[config.mk]
export PLATFORM = sky130hd
export DESIGN_NAME = mar_burst_unit
export DESIGN_NICKNAME = d
export VERILOG_FILES = /design/src/rtl/mar_burst_unit.sv
export SDC_FILE = /design/constraint.sdc
export NUM_CORES = 1
export LEC_CHECK = 0
export ABC_AREA = 1
export BUFFER_PORTS_ARGS = -buffer_cell sky130_fd_sc_hd__buf_2
export CORE_MARGIN = 4
export CORE_UTILIZATION = 40
export CTS_CLUSTER_DIAMETER = 200
export DETAILED_ROUTE_END_ITERATION = 8
export HOLD_SLACK_MARGIN = 0.15
export PLACE_DENSITY = 0.67
export SYNTH_ARGS = -nofsm -noshare
export SYNTH_HDL_FRONTEND = slang
export SYNTH_SLANG_ARGS = --single-unit
[constraint.sdc]
create_clock -name clk_i -period 2.6 [get_ports clk_i]
set_clock_uncertainty 0.2 [all_clocks]
set_input_delay 0.52 -clock clk_i [delete_from_list [all_inputs] [get_ports clk_i]]
set_output_delay 0.52 -clock clk_i [all_outputs]
set_load 0.02 [all_outputs]
[src/rtl/mar_burst_unit.sv]
// Memory address register with prioritised load sources and a req/ack burst
// engine that post-increments the address by STRIDE after every accepted beat.
module mar_burst_unit #(
    parameter int          ADDR_W = 8,
    parameter int          N_SRC  = 2,
    parameter int          LEN_W  = 4,
    parameter int unsigned STRIDE = 1
) (
    input  logic                    clk_i,
    input  logic                    rst_i,
    input  logic [N_SRC-1:0]        ld_sel_i,
    input  logic [N_SRC*ADDR_W-1:0] src_addr_i,
    input  logic                    start_i,
    input  logic [LEN_W-1:0]        burst_len_i,
    input  logic                    mem_ack_i,
    output logic [ADDR_W-1:0]       mar_addr_o,
    output logic                    mem_req_o,
    output logic                    busy_o,
    output logic                    done_o,
    output logic                    addr_wrap_o,
    output logic                    ld_drop_o
);

    localparam logic [ADDR_W-1:0] STRIDE_V = ADDR_W'(STRIDE);

    typedef enum logic [1:0] {
        ST_IDLE  = 2'd0,
        ST_BURST = 2'd1,
        ST_DONE  = 2'd2
    } state_t;

    state_t              state_q, state_d;
    logic [ADDR_W-1:0]   mar_addr_q, mar_addr_d;
    logic [LEN_W-1:0]    beats_left_q, beats_left_d;
    logic                mem_req_q, mem_req_d;
    logic                addr_wrap_q, addr_wrap_d;
    logic                ld_drop_q, ld_drop_d;

    logic [ADDR_W-1:0]   src_arr [N_SRC];
    logic [ADDR_W-1:0]   ld_addr;
    logic                ld_any;
    logic                beat_acc;
    logic [ADDR_W:0]     inc_sum;

    for (genvar gi = 0; gi < N_SRC; gi++) begin : g_src
        assign src_arr[gi] = src_addr_i[gi*ADDR_W +: ADDR_W];
    end

    // Scan from the top so the lowest set index is the one left standing.
    always_comb begin
        ld_addr = '0;
        for (int i = N_SRC - 1; i >= 0; i--) begin
            if (ld_sel_i[i]) begin
                ld_addr = src_arr[i];
            end
        end
    end

    assign ld_any   = |ld_sel_i;
    assign beat_acc = (state_q == ST_BURST) && mem_ack_i;
    assign inc_sum  = {1'b0, mar_addr_q} + {1'b0, STRIDE_V};

    always_ff @(posedge clk_i) begin
        if (rst_i) begin
            state_q      <= ST_IDLE;
            mar_addr_q   <= '0;
            beats_left_q <= '0;
            mem_req_q    <= 1'b0;
            addr_wrap_q  <= 1'b0;
            ld_drop_q    <= 1'b0;
        end else begin
            state_q      <= state_d;
            mar_addr_q   <= mar_addr_d;
            beats_left_q <= beats_left_d;
            mem_req_q    <= mem_req_d;
            addr_wrap_q  <= addr_wrap_d;
            ld_drop_q    <= ld_drop_d;
        end
    end

    always_comb begin
        state_d = state_q;
        case (state_q)
            ST_IDLE:  if (start_i) state_d = ST_BURST;
            ST_BURST: if (beat_acc && (beats_left_q == '0)) state_d = ST_DONE;
            ST_DONE:  state_d = ST_IDLE;
            default:  state_d = ST_IDLE;
        endcase
    end

    // Datapath next-state: loads only land in IDLE; acked beats always advance.
    always_comb begin
        mar_addr_d   = mar_addr_q;
        beats_left_d = beats_left_q;
        ld_drop_d    = ld_any && (state_q != ST_IDLE);
        addr_wrap_d  = beat_acc && inc_sum[ADDR_W];
        mem_req_d    = (state_d == ST_BURST);
        if (state_q == ST_IDLE) begin
            if (ld_any) begin
                mar_addr_d = ld_addr;
            end
            if (start_i) begin
                beats_left_d = burst_len_i;
            end
        end
        if (beat_acc) begin
            mar_addr_d = inc_sum[ADDR_W-1:0];
            if (beats_left_q != '0) begin
                beats_left_d = beats_left_q - LEN_W'(1);
            end
        end
    end

    always_comb begin
        mar_addr_o  = mar_addr_q;
        mem_req_o   = mem_req_q;
        busy_o      = (state_q != ST_IDLE);
        done_o      = (state_q == ST_DONE);
        addr_wrap_o = addr_wrap_q;
        ld_drop_o   = ld_drop_q;
    end

endmodule

==> run metrics, run 1 <==
non-filler cells in the finished layout=between 200 and 250; Final setup viols=0; status=finished clean; Crit. Startpoint=state_q[0]; io pins=39; Die ar.=0.00353 mm2; worst reg2reg setup slack=1.10 ns; GP Congestion=0.863; 1st-iter DRT viols=37; Inst Count DP=231; drt wl/cell=10.7 um; first-pass GRT wire length=4.32 mm; Fin. Hold Viols=0; Antenna Cells=0; Detail Route Antenna Nets=0; CTS Buf Count=3; clock root cell=clkbuf_4; Final HPWL DP=about 2.0 mm; Final nets=234; Final Max Tran Viols=0; Achievable Freq=551 MHz; Yosys warnings=0; Crit. End Element=output port; Resized cells post-CTS=0; Critical Path RT=~1.9 ns; Final WS setup=0.784 ns; clk slew on worst S/H paths=roughly 0.11 ns; Worst-Skew Late Latency=approximately 0.3 ns; clock sink total=17; die height=about 59 um; number of global-route vias before repair=approximately 1000; worst r2r dst=mar_addr_o[6]; Avg Synthesized Cell Area=6.38 um2; period utilisation layout=roughly 70%; sequential area share after synthesis=about a third; htree depth=1; reg2reg start=mar_addr_o[0]; Vias=1124; Max IR drop VDD=between 0.0002 and 0.0003 V; cells after synthesis=between 150 and 200; area grow syn2layout=21.5%; top-area cell type share of the netlist area=around a third; Tmin final=1.82 ns; crit path max fanout=5; Routed WL=2.52 mm; Post-CTS Setup Bufs=0; largest net degree at the start of global routing=14; CP Capture Point=busy_o; Congestion Overflow GR=0; #FFs+latches synth=17; Yosys cell types=26; area of the mapped netlist=0.00106 mm2; DP Worst Slack=0.921 ns; vias per cell=about 4.8; fillers=251; clock tree buffer depth=2; core area=0.00250 mm2; CTS tree=built; Buffers on Ports=38; worst-margin pin slew=0.276 ns; pwr dens=about 530 mW/mm2; Hold Path Class=primary input to flop; CP arrival=1.10 ns; Die X=59.4 um; CTS Hold Bufs=0; worst-case reg-to-reg path depth=8; Crit Path Category=flop to output port; router iterations before antenna repair=4; Startpoint Class=flop; Total GRT Usage=about 16%; Relative slew margins=between 80 and 90%; Residual DRC=0; area leader, netlist=dfxtp_1; final setup TNS=0 ns; Initial Util=a little over two fifths; Max Cap Viol=0; proportion of layout cells with a drive suffix above 1=28.8%; largest cells by area after synthesis=dfxtp_1 32%, nand2_1 15%, nand3_1 9.9%, nor2_1 6.4%, inv_1 6.0%; RSZ-0062 raised after global routing=false; post-synth net total=194; FP Rows=18; leakage power=0.668 nW; initial antenna violation count=0
-- final cells by class --
cell class	instances	area [um2]	share of cell area [%]
multi-input combinational	122	599	46.6
sequential	17	340	26.5
timing repair buffer	38	190	14.8
inverter	24	91.3	7.10
tap	30	37.5	2.92
clock buffer	3	22.5	1.75
clock inverter	1	5.00	0.389
-- cells by family after synthesis --
kind of cell               count (synthesis)  synth area share (%)
xor gates and xnor gates                   1                 0.828
and+or+nand+nor                           97                  42.1
DFF                                       17                  32.2
AOI/OAI and AO/OA                         22                  11.3
buffers and inverters                     27                  11.2
adders and majority gates                  2                  2.36
-- power breakdown --
group / switching, mW / internal (mW)
Combinational: 0.139 / 0.0810
Sequential: 0.0231 / 0.288
Clock: 0.0925 / 0.0573
-- stage by stage --
stage	area [um2]	power [mW]	hold slack, ns	utilization (%)
after floorplan	1060	0.472	0.334	-
after global placement	1260	0.535	0.299	50.4
after detailed placement	1260	0.538	0.301	50.4
after CTS	1290	0.688	0.286	51.5
after global routing	1290	0.731	0.317	51.5
final	1290	0.681	0.293	51.5
-- how the worst min path moves through the flow --
stage / cells after the start / start / slack [ns] / end
2_1_floorplan: 4 / beats_left_q[1] / 0.33 / beats_left_q[1]
3_3_place_gp: 2 / mar_addr_o[7] / 0.30 / addr_wrap_o
3_5_place_dp: 2 / mar_addr_o[7] / 0.30 / addr_wrap_o
4_1_cts: 2 / rst_i / 0.29 / beats_left_q[3]
5_1_grt: 2 / rst_i / 0.32 / beats_left_q[3]
6_report: 2 / rst_i / 0.29 / beats_left_q[3]
-- routing by layer --
layer	GRT usage (%)	up-vias	share of wire [%]
met5	0	-	0
met3	2.61	4	6.0
met2	22.2	35	43
met4	7.44	0	1.8
met1	22.8	477	49
li1	-	608	-
-- synth_stat cells --
library cell	count
a21oi_1	10
a21oi_2	1
buf_6	2
clkbuf_2	1
clkinv_1	2
clkinv_2	1
dfxtp_1	17
ha_1	2
inv_1	17
inv_2	4
nand2_1	43
nand2_2	3
nand3_1	21
nand3_2	2
nand4_1	1
nor2_1	18
nor2_2	2
nor2_4	2
nor3_1	3
nor3_2	1
o211ai_1	1
o21ai_0	2
o21ai_1	7
o21ai_2	1
or2_1	1
xor2_1	1
-- registers in the layout, summed over array words and instances (netlist names) --
signal,flops
mar_addr_o,8
beats_left_q,4
ld_drop_o,1
state_q,2
mem_req_o,1
addr_wrap_o,1
-- worst max-delay path: stages, from the launching register on --
cell and delay [ns]:
dfxtp_1 0.44, inv_1 0.06, nand2_1 0.12, buf_2 0.18
-- cells in the final DEF, fill, tap and decap left out --
master    instances
nand3_2           2
nand2_2           3
buf_2            38
dfxtp_1          17
a21oi_1          10
inv_2             4
nand2_1          43
nor2_1           18
o211ai_1          1
o21ai_0           2
ha_1              2
o21ai_2           1
clkinv_1          2
nand4_1           1
o21ai_1           7
or2_1             1
clkbuf_4          3
clkinv_2          2
nor2_4            2
xor2_1            1
nor2_2            2
inv_1            17
nor3_1            3
a21oi_2           1
nor3_2            1
nand3_1          21
(Power assumes the default switching activity.)
==> inputs of run 2 (changes only) <==
==> constraint.sdc (replaced) <==
create_clock -name clk_i -period 1.7 [get_ports clk_i]
set_clock_uncertainty 0.2 [all_clocks]
set_input_delay 0.34 -clock clk_i [delete_from_list [all_inputs] [get_ports clk_i]]
set_output_delay 0.34 -clock clk_i [all_outputs]
set_load 0.02 [all_outputs]
==> run 2 against run 1 <==
  * Power is 52% higher
  * Non-clock buffer count up 2
  * Sequential power is 53% higher
  * Count of clock-buffer cells in the layout is the same
  * Clock power is 47% higher
  * Register-to-register slack worse by 0.89 ns
  * Hold slack got worse by 0.13 ns
  * Via count down 0.27%
  * Core utilization is 0.75 points higher
  * First-iteration DRC count decreased by 16%
  * Critical path depth is 2 higher
  * Routed wire length increased by 3.5%
==> run metrics, run 2 (synthesis results as in run 1) <==
internal power=655 uW (was 426 uW); Residual DRC=0 (unchanged); die height=59.4 um (unchanged); drt wl/cell=11.0 um (was 10.7 um); DP Area=0.00127 mm2 (was 0.00126 mm2); Clk pwr share=21.2% (was 22.0%); crit path max fanout=10 (was 5); htree depth=1 (unchanged); Final HPWL DP=2.07 mm (was 2.02 mm); CP peak stage delay=0.53 ns (was 0.44 ns); leading cell types in the layout, fill and taps excluded=43 x nand2_1, 38 x buf_2, 21 x nand3_1, 18 x nor2_1, 17 x inv_1 (was 43 x nand2_1, 38 x buf_2, 21 x nand3_1, 18 x nor2_1); router iterations before antenna repair=6 (was 4); Max Cap Viol=0 (unchanged); FP Rows=18 (unchanged); io pins=39 (unchanged); area grow syn2layout=23.3% (was 21.5%); Startpoint Class=primary input (was flop); post-route cell area=0.00131 mm2 (was 0.00129 mm2); GP Congestion=0.874 (was 0.863); Vias=1121 (was 1124); Final setup viols=0 (unchanged); vias per cell=4.73 (was 4.78); initial antenna violation count=0 (unchanged); worst-margin pin slew=0.311 ns (was 0.276 ns); final setup TNS=0 ns (unchanged); reg2reg start=mar_addr_o[1] (was mar_addr_o[0]); Crit path max-delay family=buffers and inverters (was flip-flops); Antenna Cells=0 (unchanged); Relative slew margins=79.2% (was 81.5%); NetSw=383 uW (was 255 uW); sw frac=36.9% (was 37.4%); CP arrival=1.61 ns (was 1.10 ns); Die X=59.4 um (unchanged); Hold Path Class=primary input to flop (unchanged); hold path depth=5 (was 2); Worst-Skew Late Latency=0.29 ns (was 0.30 ns); proportion of layout cells with a drive suffix above 1=29.5% (was 28.8%); Critical Path RT=1.69 ns (was 1.88 ns); worst reg2reg setup slack=0.21 ns (was 1.10 ns); RSZ-0062 raised after global routing=false (unchanged); Routed WL=2.61 mm (was 2.52 mm); Largest register FFs=8 (unchanged); CTS Buf Count=3 (unchanged); Sequential Power Share=45.8% (was 45.7%); 1st-iter DRT viols=31 (was 37); Max IR drop VDD=0.000405 V (was 0.000287 V); Hold Startpoint=burst_len_i[1] (was rst_i); combinational share of power=33.0% (was 32.3%); Crit Path Category=primary input to flop (was flop to output port); Post-CTS Setup Bufs=0 (unchanged); number of global-route vias before repair=1021 (was 1002); total power=1.04 mW (was 681 uW); commonest non-fill, non-tap cell in the layout=nand2_1 (unchanged); Hold EP=beats_left_q[1] (was beats_left_q[3]); pwr dens=795 mW/mm2 (was 529 mW/mm2); Die ar.=0.00353 mm2 (unchanged); first-pass GRT wire length=4.41 mm (was 4.32 mm); Initial Util=42.3% (unchanged); CTS tree=built (unchanged); Total GRT Usage=16.1% (was 15.7%); worst r2r dst=mar_addr_o[6] (unchanged); clock root cell=clkbuf_4 (unchanged); Slowest-stage cell, CP=dlygate4sd3_1 (was dfxtp_1); Achievable Freq=a little over 600 MHz; largest net degree at the start of global routing=13 (was 14); clock sink total=17 (unchanged); Buffers on Ports=38 (unchanged); period utilisation layout=95.5%; Final nets=236 (was 234); Crit. End Element=flop (was output port); Tmin final=1.62 ns; Final Max Tran Viols=0 (unchanged); Detail Route Antenna Nets=0 (unchanged); Congestion Overflow GR=0 (unchanged); crit-path cells=dlygate4sd3_1 > buf_2 > clkinv_1 > o211ai_1 > nor2_1 (was inv_1 > nand2_1 > buf_2); clk slew on worst S/H paths=0.11 ns (about the same); clock tree buffer depth=2 (unchanged); worst-case reg-to-reg path depth=8 (unchanged); core area=0.00250 mm2 (unchanged); CP bufs+invs=3 (was 2); leakage power=0.677 nW (was 0.668 nW); status=finished clean (unchanged); Fin. Hold Viols=0 (unchanged)
## run 2: worst register-to-register path: stages, from the launching register on
cell and delay (ns):
dfxtp_1 0.41, ha_1 0.19, nand2_1 0.08, inv_1 0.07, nand2_1 0.06, nor2_1 0.14
nand2_1 0.12, nand3_1 0.08, nor2_1 0.05
## run 2: power by group through the flow
stage	logic, mW	clock network [mW]	registers, mW
finish	0.342	0.220	0.476
global placement	0.338	0	0.482
detailed placement	0.339	0	0.484
CTS	0.344	0.227	0.475
global route	0.385	0.250	0.483
floorplan	0.209	0	0.513
## run 2: area by class of cell
type	instances	area, um2
fill	275	1190
multi-input combinational	122	599
sequential	17	342
timing repair buffer	40	208
inverter	24	91.3
tap	30	37.5
clock buffer	3	22.5
clock inverter	1	5.00
## run 2: worst max path at each step
stage	startpoint	to	slack, ns	cells after the start
finish	rst_i	mar_addr_o[2]	0.08	5
global placement	ld_sel_i[0]	mar_addr_o[2]	0.24	5
floorplan	mar_addr_o[1]	mar_addr_o[6]	0.23	8
detailed placement	ld_sel_i[0]	mar_addr_o[2]	0.20	5
global route	rst_i	mar_addr_o[2]	0.004	5
CTS	state_q[0]	busy_o	0.03	3
## run 2: per-layer routing
metal | vias up | GRT usage, % | routed length (um)
met5 | - | 0 | 0
li1 | 608 | - | -
met1 | 472 | 22.0 | 1230
met2 | 39 | 25.1 | 1170
met3 | 2 | 2.61 | 181
met4 | 0 | 5.83 | 25
## run 2: stage by stage
stage,setup slack [ns],std cells,hold slack (ns),util (%)
3_5_place_dp,0.195,232,0.317,50.7
3_3_place_gp,0.243,232,0.313,50.7
4_1_cts,0.0283,237,0.156,52.2
5_1_grt,0.00432,237,0.200,52.2
6_report,0.0766,237,0.165,52.2
2_1_floorplan,0.229,166,0.324,-
## run 2: timing repair
action,CTS,global route
setup endpoints to repair,0,1
hold buffers,1,0
resized for setup,0,1
endpoints found under the hold margin,7,0
